--- config.mk ---
export PLATFORM = sky130hd
export DESIGN_NAME = pcm_mem_arbiter
export DESIGN_NICKNAME = d
export VERILOG_FILES = /design/src/rtl/pcm_mem_arbiter.sv
export SDC_FILE = /design/constraint.sdc
export NUM_CORES = 1
export LEC_CHECK = 0
export BUFFER_PORTS_ARGS = -buffer_cell sky130_fd_sc_hd__buf_2
export CAP_MARGIN = 20
export CORE_MARGIN = 3
export CORE_UTILIZATION = 30
export DETAILED_ROUTE_END_ITERATION = 10
export GPL_TIMING_DRIVEN = 0
export MAX_ROUTING_LAYER = met4
export PLACE_DENSITY = 0.55
export SYNTH_ARGS = -nofsm -noshare
export SYNTH_HDL_FRONTEND = slang
export SYNTH_SLANG_ARGS = --single-unit
--- constraint.sdc ---
create_clock -name clk -period 2.45 [get_ports clk]
set_input_delay 0.49 -clock clk [delete_from_list [all_inputs] [get_ports clk]]
set_output_delay 0.49 -clock clk [all_outputs]
set_load 0.1 [all_outputs]
--- src/rtl/pcm_mem_arbiter.sv ---
// Four-CPU round-robin arbiter in front of a single-port PCM memory.
// Only one access is in flight; out-of-range addresses complete without a memory strobe.
module pcm_mem_arbiter #(
  parameter int ADDR_W = 11,
  parameter int DATA_W = 16,
  parameter int RD_LAT = 1
) (
  input  logic              clk,
  input  logic              reset,
  input  logic [3:0]        cpu_ce_n,
  input  logic [3:0]        cpu_oe_n,
  input  logic [3:0]        cpu_we_n,
  input  logic [3:0]        cpu_ub_n,
  input  logic [3:0]        cpu_lb_n,
  input  logic [63:0]       cpu_addr,
  input  logic [63:0]       cpu_wdata,
  output logic [63:0]       cpu_rdata,
  output logic [3:0]        cpu_ack,
  output logic [ADDR_W-1:0] pcm_mem_mm_address,
  output logic              pcm_mem_mm_chipselect,
  output logic              pcm_mem_mm_clken,
  output logic              pcm_mem_mm_write,
  output logic [DATA_W-1:0] pcm_mem_mm_writedata,
  output logic [1:0]        pcm_mem_mm_byteenable,
  input  logic [DATA_W-1:0] pcm_mem_mm_readdata,
  output logic              busy,
  output logic [3:0]        err
);

  localparam int CNT_W = (RD_LAT > 1) ? $clog2(RD_LAT) : 1;

  typedef enum logic [1:0] {
    S_IDLE,
    S_ISSUE,
    S_RWAIT,
    S_DONE
  } state_t;

  state_t r_state;
  state_t w_state_next;

  logic [1:0]        r_last_grant;
  logic [1:0]        r_grant;
  logic [3:0]        r_armed;
  logic [ADDR_W-1:0] r_addr;
  logic [15:0]       r_wdata;
  logic [1:0]        r_be;
  logic              r_wr;
  logic [CNT_W-1:0]  r_rcnt;
  logic [63:0]       r_rdata;
  logic [3:0]        r_err;

  logic [3:0]        w_req;
  logic              w_gnt_found;
  logic [1:0]        w_gnt_idx;
  logic [15:0]       w_sel_addr;
  logic [15:0]       w_sel_wdata;
  logic              w_sel_wr;
  logic [1:0]        w_sel_be;
  logic              w_sel_oor;
  logic [15:0]       w_rd16;

  // A CPU only competes while armed: one held request yields exactly one access.
  for (genvar gi = 0; gi < 4; gi++) begin : g_cpu
    assign w_req[gi]   = ~cpu_ce_n[gi] & (~cpu_oe_n[gi] | ~cpu_we_n[gi]) & r_armed[gi];
    assign cpu_ack[gi] = (r_state == S_DONE) && (r_grant == 2'(gi));
  end

  // Search downward so the candidate nearest last_grant+1 is the one left standing.
  always_comb begin
    w_gnt_found = 1'b0;
    w_gnt_idx   = r_last_grant;
    for (int k = 4; k >= 1; k--) begin
      if (w_req[r_last_grant + 2'(k)]) begin
        w_gnt_found = 1'b1;
        w_gnt_idx   = r_last_grant + 2'(k);
      end
    end
  end

  assign w_sel_addr  = cpu_addr[{w_gnt_idx, 4'b0000} +: 16];
  assign w_sel_wdata = cpu_wdata[{w_gnt_idx, 4'b0000} +: 16];
  assign w_sel_wr    = ~cpu_we_n[w_gnt_idx];
  assign w_sel_be    = {~cpu_ub_n[w_gnt_idx], ~cpu_lb_n[w_gnt_idx]};
  assign w_sel_oor   = (w_sel_addr >> ADDR_W) != 16'd0;
  assign w_rd16      = 16'(pcm_mem_mm_readdata);

  always_ff @(posedge clk or negedge reset) begin
    if (!reset) begin
      r_state <= S_IDLE;
    end else begin
      r_state <= w_state_next;
    end
  end

  always_comb begin
    w_state_next          = r_state;
    pcm_mem_mm_chipselect = 1'b0;
    pcm_mem_mm_clken      = 1'b0;
    pcm_mem_mm_write      = 1'b0;
    pcm_mem_mm_address    = '0;
    pcm_mem_mm_writedata  = '0;
    pcm_mem_mm_byteenable = 2'b00;
    case (r_state)
      S_IDLE: begin
        if (w_gnt_found) begin
          w_state_next = w_sel_oor ? S_DONE : S_ISSUE;
        end
      end
      S_ISSUE: begin
        pcm_mem_mm_chipselect = 1'b1;
        pcm_mem_mm_clken      = 1'b1;
        pcm_mem_mm_write      = r_wr;
        pcm_mem_mm_address    = r_addr;
        pcm_mem_mm_writedata  = DATA_W'(r_wdata);
        pcm_mem_mm_byteenable = r_be;
        w_state_next          = r_wr ? S_DONE : S_RWAIT;
      end
      S_RWAIT: begin
        pcm_mem_mm_clken = 1'b1;
        if (r_rcnt == '0) begin
          w_state_next = S_DONE;
        end
      end
      S_DONE: begin
        w_state_next = S_IDLE;
      end
      default: begin
        w_state_next = S_IDLE;
      end
    endcase
  end

  always_ff @(posedge clk or negedge reset) begin
    if (!reset) begin
      r_last_grant <= 2'd3;
      r_grant      <= 2'd0;
      r_addr       <= '0;
      r_wdata      <= 16'h0000;
      r_be         <= 2'b00;
      r_wr         <= 1'b0;
      r_rcnt       <= '0;
      r_rdata      <= 64'h0;
      r_err        <= 4'b0000;
    end else begin
      case (r_state)
        S_IDLE: begin
          if (w_gnt_found) begin
            r_grant <= w_gnt_idx;
            r_addr  <= w_sel_addr[ADDR_W-1:0];
            r_wdata <= w_sel_wdata;
            r_be    <= w_sel_be;
            r_wr    <= w_sel_wr;
            // Out-of-range reads return zero, visible together with the ack.
            if (w_sel_oor) begin
              r_err[w_gnt_idx] <= 1'b1;
              if (!w_sel_wr) begin
                r_rdata[{w_gnt_idx, 4'b0000} +: 16] <= 16'h0000;
              end
            end
          end
        end
        S_ISSUE: begin
          r_rcnt <= CNT_W'(RD_LAT - 1);
        end
        S_RWAIT: begin
          if (r_rcnt == '0) begin
            r_rdata[{r_grant, 4'b0000} +: 16] <= w_rd16;
          end else begin
            r_rcnt <= r_rcnt - CNT_W'(1);
          end
        end
        S_DONE: begin
          r_last_grant <= r_grant;
        end
        default: begin
        end
      endcase
    end
  end

  // Re-arm wins over the ack clear: a CPU that already let go may ask again.
  always_ff @(posedge clk or negedge reset) begin
    if (!reset) begin
      r_armed <= 4'b1111;
    end else begin
      for (int i = 0; i < 4; i++) begin
        if (cpu_ce_n[i]) begin
          r_armed[i] <= 1'b1;
        end else if (cpu_ack[i]) begin
          r_armed[i] <= 1'b0;
        end
      end
    end
  end

  assign busy      = (r_state != S_IDLE);
  assign cpu_rdata = r_rdata;
  assign err       = r_err;

endmodule
After elaboration in Yosys (flattened, before gate mapping):

Index checks and enable logic that the tools add are counted.

* logic and storage cells: 141
* register bits after elaboration: 109
* output and inout port bits: 105

* bitwise gates (word level): 28
* reductions and logical operators: 20
* add/subtract/negate cells: 6
* eq/ne operators: 10
* order comparisons: 6
* shift operators: 6
* multiplexer cells: 51

Operators with widths (number)
* 2-to-1 mux 64 bit: 4
* bitwise mux 64 bit: 2
* one-hot mux 64 bit (2 select lines): 1
* variable shift 16 x 8 -> 64 bit, first input constant: 2
* variable part select 64 x 7 -> 16 bit: 2
* variable part select 16 x 8 -> 64 bit: 1
* variable part select 16 x 8 -> 64 bit, first input constant: 1
* 2-to-1 mux 1 bit: 25
* 2-to-1 mux 16 bit: 1
* negation 6 -> 8 bit: 2
* nonzero test 16 bit: 1
* < comparator 2 x 3 -> 1 bit, second input constant: 5
* inverter 1 bit: 15
* binary-select mux 1 bit (select 2 bit): 7
* 2-to-1 mux 2 bit: 7
* nonzero test 2 bit: 7
* 2-to-1 mux 11 bit: 1
* bitwise AND 1 bit: 8
* equality test 2 bit, second input constant: 4
* != test 2 bit, second input constant: 4
* one-hot mux 2 bit (4 select lines): 1
* logical AND 1 bit: 5
* AND reduction 5 bit: 1
* adder 2 bit, second input constant: 2
* 12 further kinds: 18

Logic depth before layout (Yosys ltp):

* depth after elaboration: 16
* depth in mapped cells: 11
* mapped depth without buffers: 8

Least setup slack after synthesis:

OpenSTA, ideal clock, no wires.

* path type: register to output
* start: reg r_state[1]
* end: out pcm_mem_mm_address[0]
* path slack: -593 ps
* cell stages (with the launch flop): 6
* buffers on the path: 2
* data arrival time: 2553 ps
* path through: dfrtp_1 inv_1 ha_1 clkbuf_1 clkbuf_1 and2_1

* cells in the longest elaborated chain, start to end: 2

RTL lines
* start, declared: RTL line 39 `state_t r_state;`
* start signal, assigned: RTL line 92 `r_state <= w_state_next;`
* equality test 2 x 1 -> 1 bit: RTL line 104 `case (r_state)`
* 2-to-1 mux 11 bit: RTL line 104
* end, declared: RTL line 19 `output logic [ADDR_W-1:0] pcm_mem_mm_address,`

No other way between the ends.

Worst setup path in the final report:

* start: reg r_armed[3]
* end: reg r_rdata[30] (netlist: cpu_rdata[30])

* cells in the longest elaborated chain, start to end: 13

RTL lines
* start, declared: RTL line 44 `logic [3:0] r_armed;`
* start signal, assigned: RTL line 185 `r_armed <= 4'b1111;`
* start signal, assigned by index: RTL line 189 `r_armed[i] <= 1'b1;`
* start signal, assigned by index: RTL line 191 `r_armed[i] <= 1'b0;`
* bitwise AND 1 bit (*): RTL line 65 `assign w_req[gi] = ~cpu_ce_n[gi] & (~cpu_oe_n[gi] | ~cpu_we_n[gi]) & r_armed[gi];`
* binary-select mux 1 bit (select 2 bit): RTL line 74 `if (w_req[r_last_grant + 2'(k)]) begin`
* 2-to-1 mux 1 bit (not written as such): RTL line 74
* 2-to-1 mux 2 bit (3 in series): RTL line 74
* negation 6 -> 8 bit: RTL line 158 `r_rdata[{w_gnt_idx, 4'b0000} +: 16] <= 16'h0000;`
* variable part select 16 x 8 -> 64 bit or variable shift 16 x 8 -> 64 bit (tied branches): RTL line 158
* bitwise mux 64 bit: RTL line 158
* 2-to-1 mux 64 bit: RTL line 157 `if (!w_sel_wr) begin`
* 2-to-1 mux 64 bit: RTL line 155 `if (w_sel_oor) begin`
* 2-to-1 mux 64 bit: RTL line 148 `if (w_gnt_found) begin`
* one-hot mux 64 bit (2 select lines): RTL line 146 `case (r_state)`
* end signal, assigned by index: RTL line 168 `r_rdata[{r_grant, 4'b0000} +: 16] <= w_rd16;`
* end, declared: RTL line 50 `logic [63:0] r_rdata;`

Every way passes the cells marked *; elsewhere a longest branch is shown, timed or not. The select of a mux whose other input is x is not followed.
A chain may end at the register's enable or synchronous reset.

==> key figures <==
Global route
  – Global-route wire length before repair: 30.7 mm
  – GRT overflow: 0
  – Largest net degree at the start of global routing: 63
  – GRT Total Usage: 20.4%
  – Vias in the first global route: 5,544
  – Initial antenna violation count: 0

Floorplanning
  – FP Rows: 48
  – Chip height: 141 um
  – Ports: 271
  – Starting Density: 31.1%
  – Core ar.: 17,500 um^2
  – Die area: 19,900 um^2
  – Die span in x: 141 um

Placement
  – IO Port Bufs: 270
  – Placer congestion estimate: 0.914
  – Dpl hpwl: 15.1 mm

Clock network
  – CTS buffer count: 9
  – H-Tree Depth: 3
  – Clk sinks: 108
  – Clock-pin slew of the registers on the worst-case setup and hold paths: 0.08 ns
  – CTS Buffer Depth: 2
  – Clk_lat worst skew: 0.36 ns
  – Root buf cell: clkbuf_16
  – CTS tree: done

Timing
  – Final Cycle Share: 121%
  – Fin Clk Skew: 0.0109 ns
  – Highest clock rate: 338 MHz
  – RSZ-0062 raised after global routing: yes
  – Max Slew Vio Count: 0
  – Minimum clock period after layout: 2.96 ns
  – Setup-failing EPs final: 91
  – Worst Max-Slew Pin Slew: 0.786 ns
  – TNS Setup: -31.13 ns
  – Final worst slack: -0.505 ns
  – Final hold vios: 0
  – Relative slew slack: 47.6%

Setup path
  – Worst setup EP type: register
  – Worst-path fanout max: 5
  – CP most frequent cell: buf_4
  – Kind of critical path: reg -> reg
  – Crit-path max cell delay: 0.56 ns
  – Worst path cell trace: nand2b_4 > o31ai_4 > a21o_1 > a21oi_1 > or4_4 > buf_4 > nor2_4 > buf_4 > a32oi_4 > buf_6 > a22o_1
  – Crit path arrival time: 3.20 ns
  – Worst EP required: 2.70 ns
  – Startpoint type of the worst setup path: register
  – Critical path buffer and inverter count: 3
  – Crit path max-delay family: compound AO/OA/AOI/OAI gates
  – Slowest CP cell: dfstp_2

Synth
  – Synth top area cells: dfrtp_1 47%, a22o_1 10%, mux2_2 5.8%
  – Leading area contributor after synthesis: dfrtp_1
  – Synthesized net count: 659
  – Post-synth cell types: 52
  – List of most frequent post-synthesis cells: 102 x dfrtp_1, 64 x a22o_1, 49 x nand2_1, 33 x and2_1, 31 x o21ai_0
  – Synth top area share: 46.7%
  – Sequential cell area fraction in the yosys report: 49.6%
  – Commonest register cell after synthesis: dfrtp_1
  – EDFF count, synth: 0
  – Yosys Warn Count: 0
  – Synth Register Bits: 108
  – Mapped Cells: 483
  – Mean cell area of the mapped netlist: 11.3 um^2
  – Fraction of registers with async set/reset: 100%
  – Mapped cell area: 5460 um^2
  – Most frequent cell after synthesis: dfrtp_1

Detailed routing
  – Mean number of vias per cell: 5.15
  – Drt total wl: 20.8 mm
  – Mean routed wirelength per cell: 20.1 um
  – Starting DRT DRC Count: 200
  – Routed Antenna Nets: 0
  – Remaining DRCs: 0
  – DRT Pass-1 Iters: 5
  – Vias: 5,323

Final layout
  – Layout cells sized above 1: 53.0%
  – Area delta synth->final: 49.3%
  – ANT cells: 0
  – Final core utilization: 46.5%
  – Final-stage net count: 980

Status
  – Status: finished, violations left
  – Failing checks: setup timing

Flow run
  – Max_cap viols: 0

Min path
  – Hold/Removal Path Class: in -> async
[flip-flops by register name, summed over array words and instances (netlist names), 4 cells and up]
register and cells:
r_armed 4, err 4, r_addr 11, r_wdata 16
cpu_rdata 64
[layer usage]
layer | vias up | GRT usage (%) | share of wire [%]
met5 | - | - | 0
met4 | 0 | 5.20 | 1.7
met3 | 23 | 4.51 | 8.0
met2 | 250 | 34.5 | 50
met1 | 2578 | 24.9 | 40
li1 | 2472 | - | -
[placed cells by master (no fill, tap or decap), types with 3 or more instances in the layout]
master and n:
buf_2 255, dfrtp_1 102, a22o_1 64, nand2_1 49, buf_6 29, mux2_2 28, buf_4 27, a222oi_1 27
o21ai_1 27, and2_1 22, inv_1 15, clkbuf_16 12, clkbuf_1 10, and2_2 9, ha_1 9, nor2_1 8
a21oi_1 7, dfstp_2 6, clkbuf_4 5, a21o_1 5, clkbuf_2 4, and2_4 4, nand4_1 4, or4_1 4
a32oi_4 4, buf_8 4, o21ai_0 4, a21oi_2 3, nand2b_1 3, a211oi_1 3, o21bai_1 3
[kinds of logic (layout without fill, tap and decap cells)]
| group | count (synthesis) | in the layout | share of synthesized area [%] |
|---|---|---|---|
| buffers and inverters | 46 | 372 | 3.89 |
| adder cells (fa/ha/maj) | 10 | 10 | 2.29 |
| AND/OR/NAND/NOR | 123 | 123 | 12.6 |
| flip-flops | 108 | 108 | 49.6 |
| multiplexers | 30 | 30 | 6.14 |
| AO/OA/AOI/OAI | 166 | 166 | 25.4 |
[path summary, 6_finish.rpt]
kind / start / to / slack (ns) / depth (start not counted)
min in group clk: cpu_ce_n[3] / r_armed[3] / 0.32 / 2
worst max register to register: r_armed[3] / cpu_rdata[30] / -0.51 / 11
worst max-delay path: r_armed[3] / cpu_rdata[30] / -0.51 / 11
worst min register to register: err[2] / err[2] / 0.47 / 1
worst min-delay path: reset / cpu_rdata[4] / 0.22 / 1
max in group asynchronous: reset / r_wdata[13] / 1.51 / 2
[through the flow]
step | cell area [um^2] | hold slack, ns | std cells | setup slack, ns
after floorplan | 5490 | 0.194 | 483 | -0.328
after global placement | 7130 | 0.450 | 978 | -1.13
after detailed placement | 7160 | 0.452 | 979 | -1.17
after CTS | 7950 | 0.243 | 1024 | -0.462
after global routing | 8160 | 0.289 | 1034 | -0.580
final | 8160 | 0.219 | 1034 | -0.505
[cell type report]
type                    instances  area (um^2)
flip-flops and latches        108         2710
clock buffers                  11          243
repair buffers                310         1850
inverters                      16         60.1
well taps                     225          282
clock inverters                 5         35.0
plain buffers                  30          272
multi-input cells             329         2710
fillers                      1695         9380
[timing repair]
item                                    4_1_cts  5_1_grt
setup buffers                                23        8
endpoints found under the setup margin      123      118
pin swaps                                    59       16
hold endpoints to repair                      0        0
hold buffers                                  0        0
gates resized for setup                      96       38
gates cloned                                  6        2
Power is left out: the tool's default activity adds up to more than one toggle a clock period on the data nets, which glitch-free logic cannot reach.
